`src/rtl/data_mem_pkg.sv`:
```
// Shared types and sizes for the store buffer and the 16-word data memory.
// Holds widths, the load FSM state enum, the FIFO entry struct and a match helper.
package data_mem_pkg;

    localparam int MEM_WORDS = 16;
    localparam int AW        = 16;
    localparam int DW        = 16;
    localparam int IDX_W     = $clog2(MEM_WORDS);
    localparam int SB_DEPTH  = 4;

    typedef enum logic [1:0] {
        IDLE    = 2'd0,
        LD_RD   = 2'd1,
        LD_WAIT = 2'd2
    } ld_state_e;

    typedef struct packed {
        logic [AW-1:0] addr;
        logic [DW-1:0] data;
    } sb_entry_t;

    // Only the memory word index takes part in a match, so addresses
    // that differ above IDX_W alias to the same word.
    function automatic logic idx_match(input logic [AW-1:0] a,
                                       input logic [AW-1:0] b);
        return a[IDX_W-1:0] == b[IDX_W-1:0];
    endfunction

endpackage

```
`src/rtl/store_buffer_if.sv`:
```
// Store, load and memory-port signals between datapath/memory and store_buffer.
// master: datapath+memory side; slave: store_buffer.
interface store_buffer_if;
    import data_mem_pkg::*;

    logic          st_valid;
    logic          st_ready;
    logic [AW-1:0] st_addr;
    logic [DW-1:0] st_data;
    logic          ld_valid;
    logic          ld_ready;
    logic [AW-1:0] ld_addr;
    logic          ld_rvalid;
    logic [DW-1:0] ld_rdata;
    logic          mem_write;
    logic          mem_read;
    logic [AW-1:0] mem_addr;
    logic [DW-1:0] mem_wdata;
    logic [DW-1:0] mem_rdata;
    logic          sb_empty;

    modport master (
        output st_valid, st_addr, st_data,
        output ld_valid, ld_addr, mem_rdata,
        input  st_ready, ld_ready, ld_rvalid, ld_rdata,
        input  mem_write, mem_read, mem_addr, mem_wdata,
        input  sb_empty
    );

    modport slave (
        input  st_valid, st_addr, st_data,
        input  ld_valid, ld_addr, mem_rdata,
        output st_ready, ld_ready, ld_rvalid, ld_rdata,
        output mem_write, mem_read, mem_addr, mem_wdata,
        output sb_empty
    );

endinterface

```
`src/rtl/store_fifo.sv`:
```
// Age-ordered store FIFO: storage, head/tail pointers, count, full/empty.
// Ports: clk, reset (sync active-low), i_push/i_ent, i_pop, o_full, o_empty,
//        o_head, o_valid/o_age (entries by age, index 0 = oldest).
module store_fifo
    import data_mem_pkg::*;
#(
    parameter int DEPTH = SB_DEPTH
) (
    input  logic                   clk,
    input  logic                   reset,
    input  logic                   i_push,
    input  sb_entry_t              i_ent,
    input  logic                   i_pop,
    output logic                   o_full,
    output logic                   o_empty,
    output sb_entry_t              o_head,
    output logic      [DEPTH-1:0]  o_valid,
    output sb_entry_t [DEPTH-1:0]  o_age
);

    localparam int PW = $clog2(DEPTH);

    sb_entry_t     r_mem [DEPTH];
    logic [PW-1:0] r_head;
    logic [PW-1:0] r_tail;
    logic [PW:0]   r_count;
    logic          w_push;
    logic          w_pop;

    assign o_full  = (r_count == (PW+1)'(DEPTH));
    assign o_empty = (r_count == '0);
    assign o_head  = r_mem[r_head];
    assign w_push  = i_push && !o_full;
    assign w_pop   = i_pop && !o_empty;

    always_ff @(posedge clk) begin
        if (!reset) begin
            r_head  <= '0;
            r_tail  <= '0;
            r_count <= '0;
        end else begin
            if (w_push) begin
                r_mem[r_tail] <= i_ent;
                r_tail        <= r_tail + PW'(1);
            end
            if (w_pop)
                r_head <= r_head + PW'(1);
            case ({w_push, w_pop})
                2'b10:   r_count <= r_count + 1'b1;
                2'b01:   r_count <= r_count - 1'b1;
                default: r_count <= r_count;
            endcase
        end
    end

    // Pointer wrap is free because DEPTH is a power of two.
    always_comb begin
        for (int k = 0; k < DEPTH; k++) begin
            o_age[k]   = r_mem[r_head + PW'(k)];
            o_valid[k] = ((PW+1)'(k) < r_count);
        end
    end

endmodule

```
`src/rtl/store_buffer.sv`:
```
// Store buffer + single-outstanding load port in front of the data memory.
// Ports: clk, reset (sync active-low), bus (store_buffer_if.slave).
// Macro STORE_FWD_EN: defined = store-to-load forwarding; undefined = loads
// wait for an empty buffer and always read memory.
module store_buffer
    import data_mem_pkg::*;
#(
    parameter int DEPTH = SB_DEPTH
) (
    input logic           clk,
    input logic           reset,
    store_buffer_if.slave bus
);

    localparam logic [1:0] S_IDLE = 2'(IDLE);
    localparam logic [1:0] S_RD   = 2'(LD_RD);
    localparam logic [1:0] S_WAIT = 2'(LD_WAIT);

    logic [1:0]              r_state;
    logic                    r_fwd;
    logic [DW-1:0]           r_fwd_data;
    logic [AW-1:0]           r_ld_addr;

    logic                    w_full;
    logic                    w_empty;
    logic                    w_push;
    logic                    w_ld_acc;
    logic                    w_hit;
    logic                    w_rd;
    logic                    w_wr;
    logic [DW-1:0]           w_fwd_data;
    sb_entry_t               w_st_ent;
    sb_entry_t               w_head;
    logic      [DEPTH-1:0]   w_valid;
    sb_entry_t [DEPTH-1:0]   w_age;

    assign w_st_ent.addr = bus.st_addr;
    assign w_st_ent.data = bus.st_data;
    assign w_push        = bus.st_valid && !w_full;

    store_fifo #(.DEPTH(DEPTH)) u_fifo (
        .clk     (clk),
        .reset   (reset),
        .i_push  (w_push),
        .i_ent   (w_st_ent),
        .i_pop   (w_wr),
        .o_full  (w_full),
        .o_empty (w_empty),
        .o_head  (w_head),
        .o_valid (w_valid),
        .o_age   (w_age)
    );

`ifdef STORE_FWD_EN
    // Walk oldest to youngest so the last hit is the youngest store.
    // The compare sees pre-push contents, so a same-cycle store is never used.
    always_comb begin
        w_hit      = 1'b0;
        w_fwd_data = '0;
        for (int k = 0; k < DEPTH; k++) begin
            if (w_valid[k] && idx_match(w_age[k].addr, bus.ld_addr)) begin
                w_hit      = 1'b1;
                w_fwd_data = w_age[k].data;
            end
        end
    end

    assign bus.ld_ready = (r_state == S_IDLE);
`else
    logic w_unused;

    assign w_unused     = ^{w_valid, w_age};
    assign w_hit        = 1'b0;
    assign w_fwd_data   = '0;
    assign bus.ld_ready = (r_state == S_IDLE) && w_empty;
`endif

    assign w_ld_acc = bus.ld_valid && bus.ld_ready;

    always_ff @(posedge clk) begin
        if (!reset) begin
            r_state    <= S_IDLE;
            r_fwd      <= 1'b0;
            r_fwd_data <= '0;
            r_ld_addr  <= '0;
        end else begin
            case (r_state)
                S_IDLE: begin
                    if (w_ld_acc) begin
                        r_ld_addr  <= bus.ld_addr;
                        r_fwd      <= w_hit;
                        r_fwd_data <= w_fwd_data;
                        r_state    <= w_hit ? S_WAIT : S_RD;
                    end
                end
                S_RD:    r_state <= S_WAIT;
                S_WAIT:  r_state <= S_IDLE;
                default: r_state <= S_IDLE;
            endcase
        end
    end

    // Loads own the port in LD_RD; every other cycle drains the head.
    assign w_rd = (r_state == S_RD);
    assign w_wr = !w_rd && !w_empty;

    always_comb begin
        bus.mem_addr  = '0;
        bus.mem_wdata = '0;
        unique case (1'b1)
            w_rd: bus.mem_addr = r_ld_addr;
            w_wr: begin
                bus.mem_addr  = w_head.addr;
                bus.mem_wdata = w_head.data;
            end
            default: ;
        endcase
    end

    assign bus.mem_read  = w_rd;
    assign bus.mem_write = w_wr;
    assign bus.st_ready  = !w_full;
    assign bus.sb_empty  = w_empty;
    assign bus.ld_rvalid = (r_state == S_WAIT);
    assign bus.ld_rdata  = !bus.ld_rvalid ? '0 :
                           r_fwd ? r_fwd_data : bus.mem_rdata;

endmodule

```
`src/flat_wrapper.sv`:
```
// flat-port wrapper written by rule: the top's interface ports become plain ports
module store_buffer_flat import data_mem_pkg::*;
#(
    parameter int DEPTH = SB_DEPTH
)
  (clk, reset, bus_st_valid, bus_st_addr, bus_st_data, bus_ld_valid, bus_ld_addr, bus_mem_rdata, bus_st_ready, bus_ld_ready, bus_ld_rvalid, bus_ld_rdata, bus_mem_write, bus_mem_read, bus_mem_addr, bus_mem_wdata, bus_sb_empty);
  store_buffer_if bus_i ();
  input logic clk;
  input logic reset;
  input wire logic [$bits(bus_i.st_valid)-1:0] bus_st_valid;
  input wire logic [$bits(bus_i.st_addr)-1:0] bus_st_addr;
  input wire logic [$bits(bus_i.st_data)-1:0] bus_st_data;
  input wire logic [$bits(bus_i.ld_valid)-1:0] bus_ld_valid;
  input wire logic [$bits(bus_i.ld_addr)-1:0] bus_ld_addr;
  input wire logic [$bits(bus_i.mem_rdata)-1:0] bus_mem_rdata;
  output wire logic [$bits(bus_i.st_ready)-1:0] bus_st_ready;
  output wire logic [$bits(bus_i.ld_ready)-1:0] bus_ld_ready;
  output wire logic [$bits(bus_i.ld_rvalid)-1:0] bus_ld_rvalid;
  output wire logic [$bits(bus_i.ld_rdata)-1:0] bus_ld_rdata;
  output wire logic [$bits(bus_i.mem_write)-1:0] bus_mem_write;
  output wire logic [$bits(bus_i.mem_read)-1:0] bus_mem_read;
  output wire logic [$bits(bus_i.mem_addr)-1:0] bus_mem_addr;
  output wire logic [$bits(bus_i.mem_wdata)-1:0] bus_mem_wdata;
  output wire logic [$bits(bus_i.sb_empty)-1:0] bus_sb_empty;
  assign bus_i.st_valid = bus_st_valid;
  assign bus_i.st_addr = bus_st_addr;
  assign bus_i.st_data = bus_st_data;
  assign bus_i.ld_valid = bus_ld_valid;
  assign bus_i.ld_addr = bus_ld_addr;
  assign bus_i.mem_rdata = bus_mem_rdata;
  assign bus_st_ready = bus_i.st_ready;
  assign bus_ld_ready = bus_i.ld_ready;
  assign bus_ld_rvalid = bus_i.ld_rvalid;
  assign bus_ld_rdata = bus_i.ld_rdata;
  assign bus_mem_write = bus_i.mem_write;
  assign bus_mem_read = bus_i.mem_read;
  assign bus_mem_addr = bus_i.mem_addr;
  assign bus_mem_wdata = bus_i.mem_wdata;
  assign bus_sb_empty = bus_i.sb_empty;
  store_buffer #(.DEPTH(DEPTH)) u_core (.clk(clk), .reset(reset), .bus(bus_i));
endmodule
```
`config.mk`:
```
export PLATFORM = sky130hd
export DESIGN_NAME = store_buffer_flat
export DESIGN_NICKNAME = d
export VERILOG_FILES = /design/src/rtl/data_mem_pkg.sv /design/src/rtl/store_buffer_if.sv /design/src/rtl/store_fifo.sv /design/src/rtl/store_buffer.sv /design/src/flat_wrapper.sv
export SDC_FILE = /design/constraint.sdc
export NUM_CORES = 1
export LEC_CHECK = 0
export CORE_MARGIN = 2
export CORE_UTILIZATION = 35
export CTS_CLUSTER_DIAMETER = 100
export CTS_CLUSTER_SIZE = 28
export DETAILED_ROUTE_END_ITERATION = 16
export HOLD_SLACK_MARGIN = 0.1
export PLACE_DENSITY = 0.66
export SLEW_MARGIN = 20
export SYNTH_ARGS = -nofsm -noshare
export SYNTH_HDL_FRONTEND = slang
export SYNTH_SLANG_ARGS = --single-unit
```
`constraint.sdc`:
```
create_clock -name clk -period 2.3 [get_ports clk]
set_input_delay 0.46 -clock clk [delete_from_list [all_inputs] [get_ports clk]]
set_output_delay 0.46 -clock clk [all_outputs]
set_load 0.02 [all_outputs]
```
==> results_dict.tcl <==
set metrics [dict create \
    hold_depth 2 \
    powerDensity_nw_per_um2 1190 \
    tritoncts "built" \
    route.detailed.wl_per_inst_um 19.4 \
    grt_pass1_vias 3800 \
    max-slew-margin-rel 0.635 \
    cts_buffers 17 \
    fin_crit_sh 1.05 \
    worstSetupStartpointType "flip-flop" \
    synth_top_cells_by_area "edfxtp_1 (62%), mux4_2 (12%), dfxtp_1 (8.7%)" \
    cts_buffer_depth 2 \
    place_inst 709 \
    reg2regPathDepth 9 \
    syn_to_final_growth_pct 42.1 \
    skew_ns 0.00763 \
    holdWs_ns 0.477 \
    fillers 1427 \
    io_buffers 121 \
    worst_slew_pin_slew_ns 0.548 \
    clockRootBuffer "clkbuf_16" \
    grt_overflow 0 \
    maxCapViolCount 0 \
    setup-tns-final_ns -1.40 \
    r2r_start "u_core.u_fifo.r_count[0]" \
    syn-instance-count 358 \
    via_per_inst 4.97 \
    route.detailed.drc 0 \
    min_path_type "reg2reg" \
    avgSynthCellArea_um2 17.3 \
    hold_viol_final 0 \
    stdcell_count 762 \
    layout_commonest_cell "edfxtp_1" \
    cp_top_family "multiplexers" \
    die-height_um 137 \
    pre_cts_slack_ns -0.0835 \
    crit_top_cell "buf_6" \
    finalPower_uw 10500 \
    ys_types 32 \
    die_x_um 137 \
    drtIter0Drc 180 \
    violations "setup timing" \
    r2r_slack_ns 0.07 \
    setup_viol 26 \
    synth_top_area_frac 0.622 \
    seq_area_frac_synth 0.709 \
    holdBufCountCts 0 \
    synth.largest_area_cell "edfxtp_1" \
    nNetsFinal 598 \
    cts_sinks 155 \
    dr.pass1.iters 6 \
    insertion_delay_ns 0.43 \
    synth-seq-cells 155 \
    worstPathArrival_ns 1.95 \
    hpwl_um 9510 \
    status "finished, violations left" \
    route.antenna.remaining_nets 0 \
    syn-cell-area_um2 6180 \
    rows 48 \
    yosysWarnings 0 \
    vias 3786 \
    routed_wl_um 14800 \
    finalMaxSlewViolations 0 \
    diodes 0 \
    grt_pass1_wl_um 21300 \
    critical_path_class "reg2out" \
    globalplace.congestion 0.736 \
    p_leak_uw 0.00318 \
    end_kind "primary output" \
    antenna_found_initial 2 \
    grt_max_degree 26 \
    reg2reg_to "u_core.u_fifo.r_count[2]" \
    rsz0062_at_grt "yes" \
    peakVddDrop_mv 0.648 \
    post-route-min-period_ns 2.41 \
    htreeDepth 4 \
    crit_chain "buf_12 > buf_6 > mux4_2 > a22o_1 > buf_6" \
    start_util 0.357 \
    drive_gt1_frac 0.333 \
    critical_path.max_stage_delay_ns 0.49 \
    io_pins 122 \
    timing.critical_path.buf_inv 3 \
    cpMaxStageDelayCell "mux4_2" \
    fin_ws_ns -0.111 \
    worst_hold_path.endpoint "u_core.r_ld_addr[14]" \
    dieArea_um2 18700 \
    coreArea_um2 17300 \
    holdCritStartpoint "u_core.r_ld_addr[14]" \
    synth_nets 432 \
    required_ns 1.84 \
    layout_common_cells "edfxtp_1 (128), clkdlybuf4s50_1 (67), buf_6 (39), mux4_2 (32), buf_4 (27)" \
    worstPathMaxFanout 6 \
    cts.clk_slew.worst_paths_ns 0.06 \
    grt_use_total 0.158 \
    fmax_ghz 0.415 \
]
==> cells in the mapped netlist (all sizes together) <==
cell type and n:
xor2 2, o31ai 1, nor3 2, nor2b 2, and3 4, o21ai 18
edfxtp 128, a21o 2, a21oi 23, inv 8, or3b 2, a22o 16
clkinv 1, and2 34, nor3b 1, fa 1, ha 5, nand3 18
clkbuf 11, buf 12, or3 3, dfxtp 27, or4 1, mux4 32
nor2 4
==> final cells by class <==
type / count / area, um2 / share of cell area
Sequential cell: 155 / 4400 / 0.500
Tap cell: 225 / 282 / 0.0321
Clock inverter: 12 / 165 / 0.0188
Inverter: 9 / 38.8 / 0.00442
Timing Repair Buffer: 170 / 1770 / 0.201
Multi-Input combinational cell: 171 / 1690 / 0.192
Clock buffer: 20 / 447 / 0.0509
==> state kept, by name, indices dropped and copies added (netlist names), named ones only <==
name                   flops
u_core.r_ld_addr          16
u_core.r_state             2
u_core.u_fifo.r_count      3
u_core.u_fifo.r_head       2
u_core.u_fifo.r_mem      128
u_core.u_fifo.r_tail       2
==> worst register-to-register path: stages, from the launching register on <==
cell and delay (ns):
dfxtp_4 0.35, or3b_4 0.40, and2_4 0.17, inv_2 0.06, ha_4 0.12, inv_1 0.05, fa_2 0.33, xor2_1 0.16
or3_1 0.41, a21oi_2 0.12
==> routing by layer <==
metal / share of wire / GRT usage / vias up
li1: - / - / 1735
met1: 0.39 / 0.179 / 1871
met2: 0.51 / 0.279 / 148
met3: 0.077 / 0.0515 / 28
met4: 0.017 / 0.0596 / 4
met5: 0.0016 / 0 / -
==> logic make-up after synthesis <==
kind of cell / synth area share
flops: 0.709
simple gates: 0.0686
compound gates: 0.0595
buf+inv: 0.0300
mux: 0.117
fa+ha+maj: 0.0134
xor+xnor: 0.00283
==> how the worst max path moves through the flow <==
stage                     depth (start not counted)                      from                       end  slack [ns]
after global routing                              5                 flip-flop           bus_mem_addr[3]       -0.17
after detailed placement                          9              bus_st_valid  u_core.u_fifo.r_count[2]       -0.08
after floorplan                                  10  u_core.u_fifo.r_count[0]  u_core.u_fifo.r_count[2]       0.008
final                                             5                 flip-flop          bus_mem_addr[10]       -0.11
after global placement                            4                 flip-flop         bus_mem_wdata[10]       -0.05
after CTS                                         5                 flip-flop          bus_mem_addr[10]       -0.14
==> through the flow <==
stage	util	cell area [um2]
2_1_floorplan	-	6200
3_3_place_gp	0.454	7850
3_5_place_dp	0.454	7850
4_1_cts	0.495	8570
5_1_grt	0.508	8780
6_report	0.508	8780
==> power by group <==
group          total, uW  switching, uW  internal [uW]  leakage (uW)
clock               2870           1120           1750      0.000293
combinational       4200           2020           2180       0.00150
sequential          3390            120           3270       0.00139
==> repair_timing <==
action,in CTS,in global routing
resized for setup,202,56
setup buffers,9,11
hold endpoints to repair,0,0
setup endpoints to repair,54,35
cloned,2,1
pin swaps,17,19
Power figures use the tool's default switching activity.
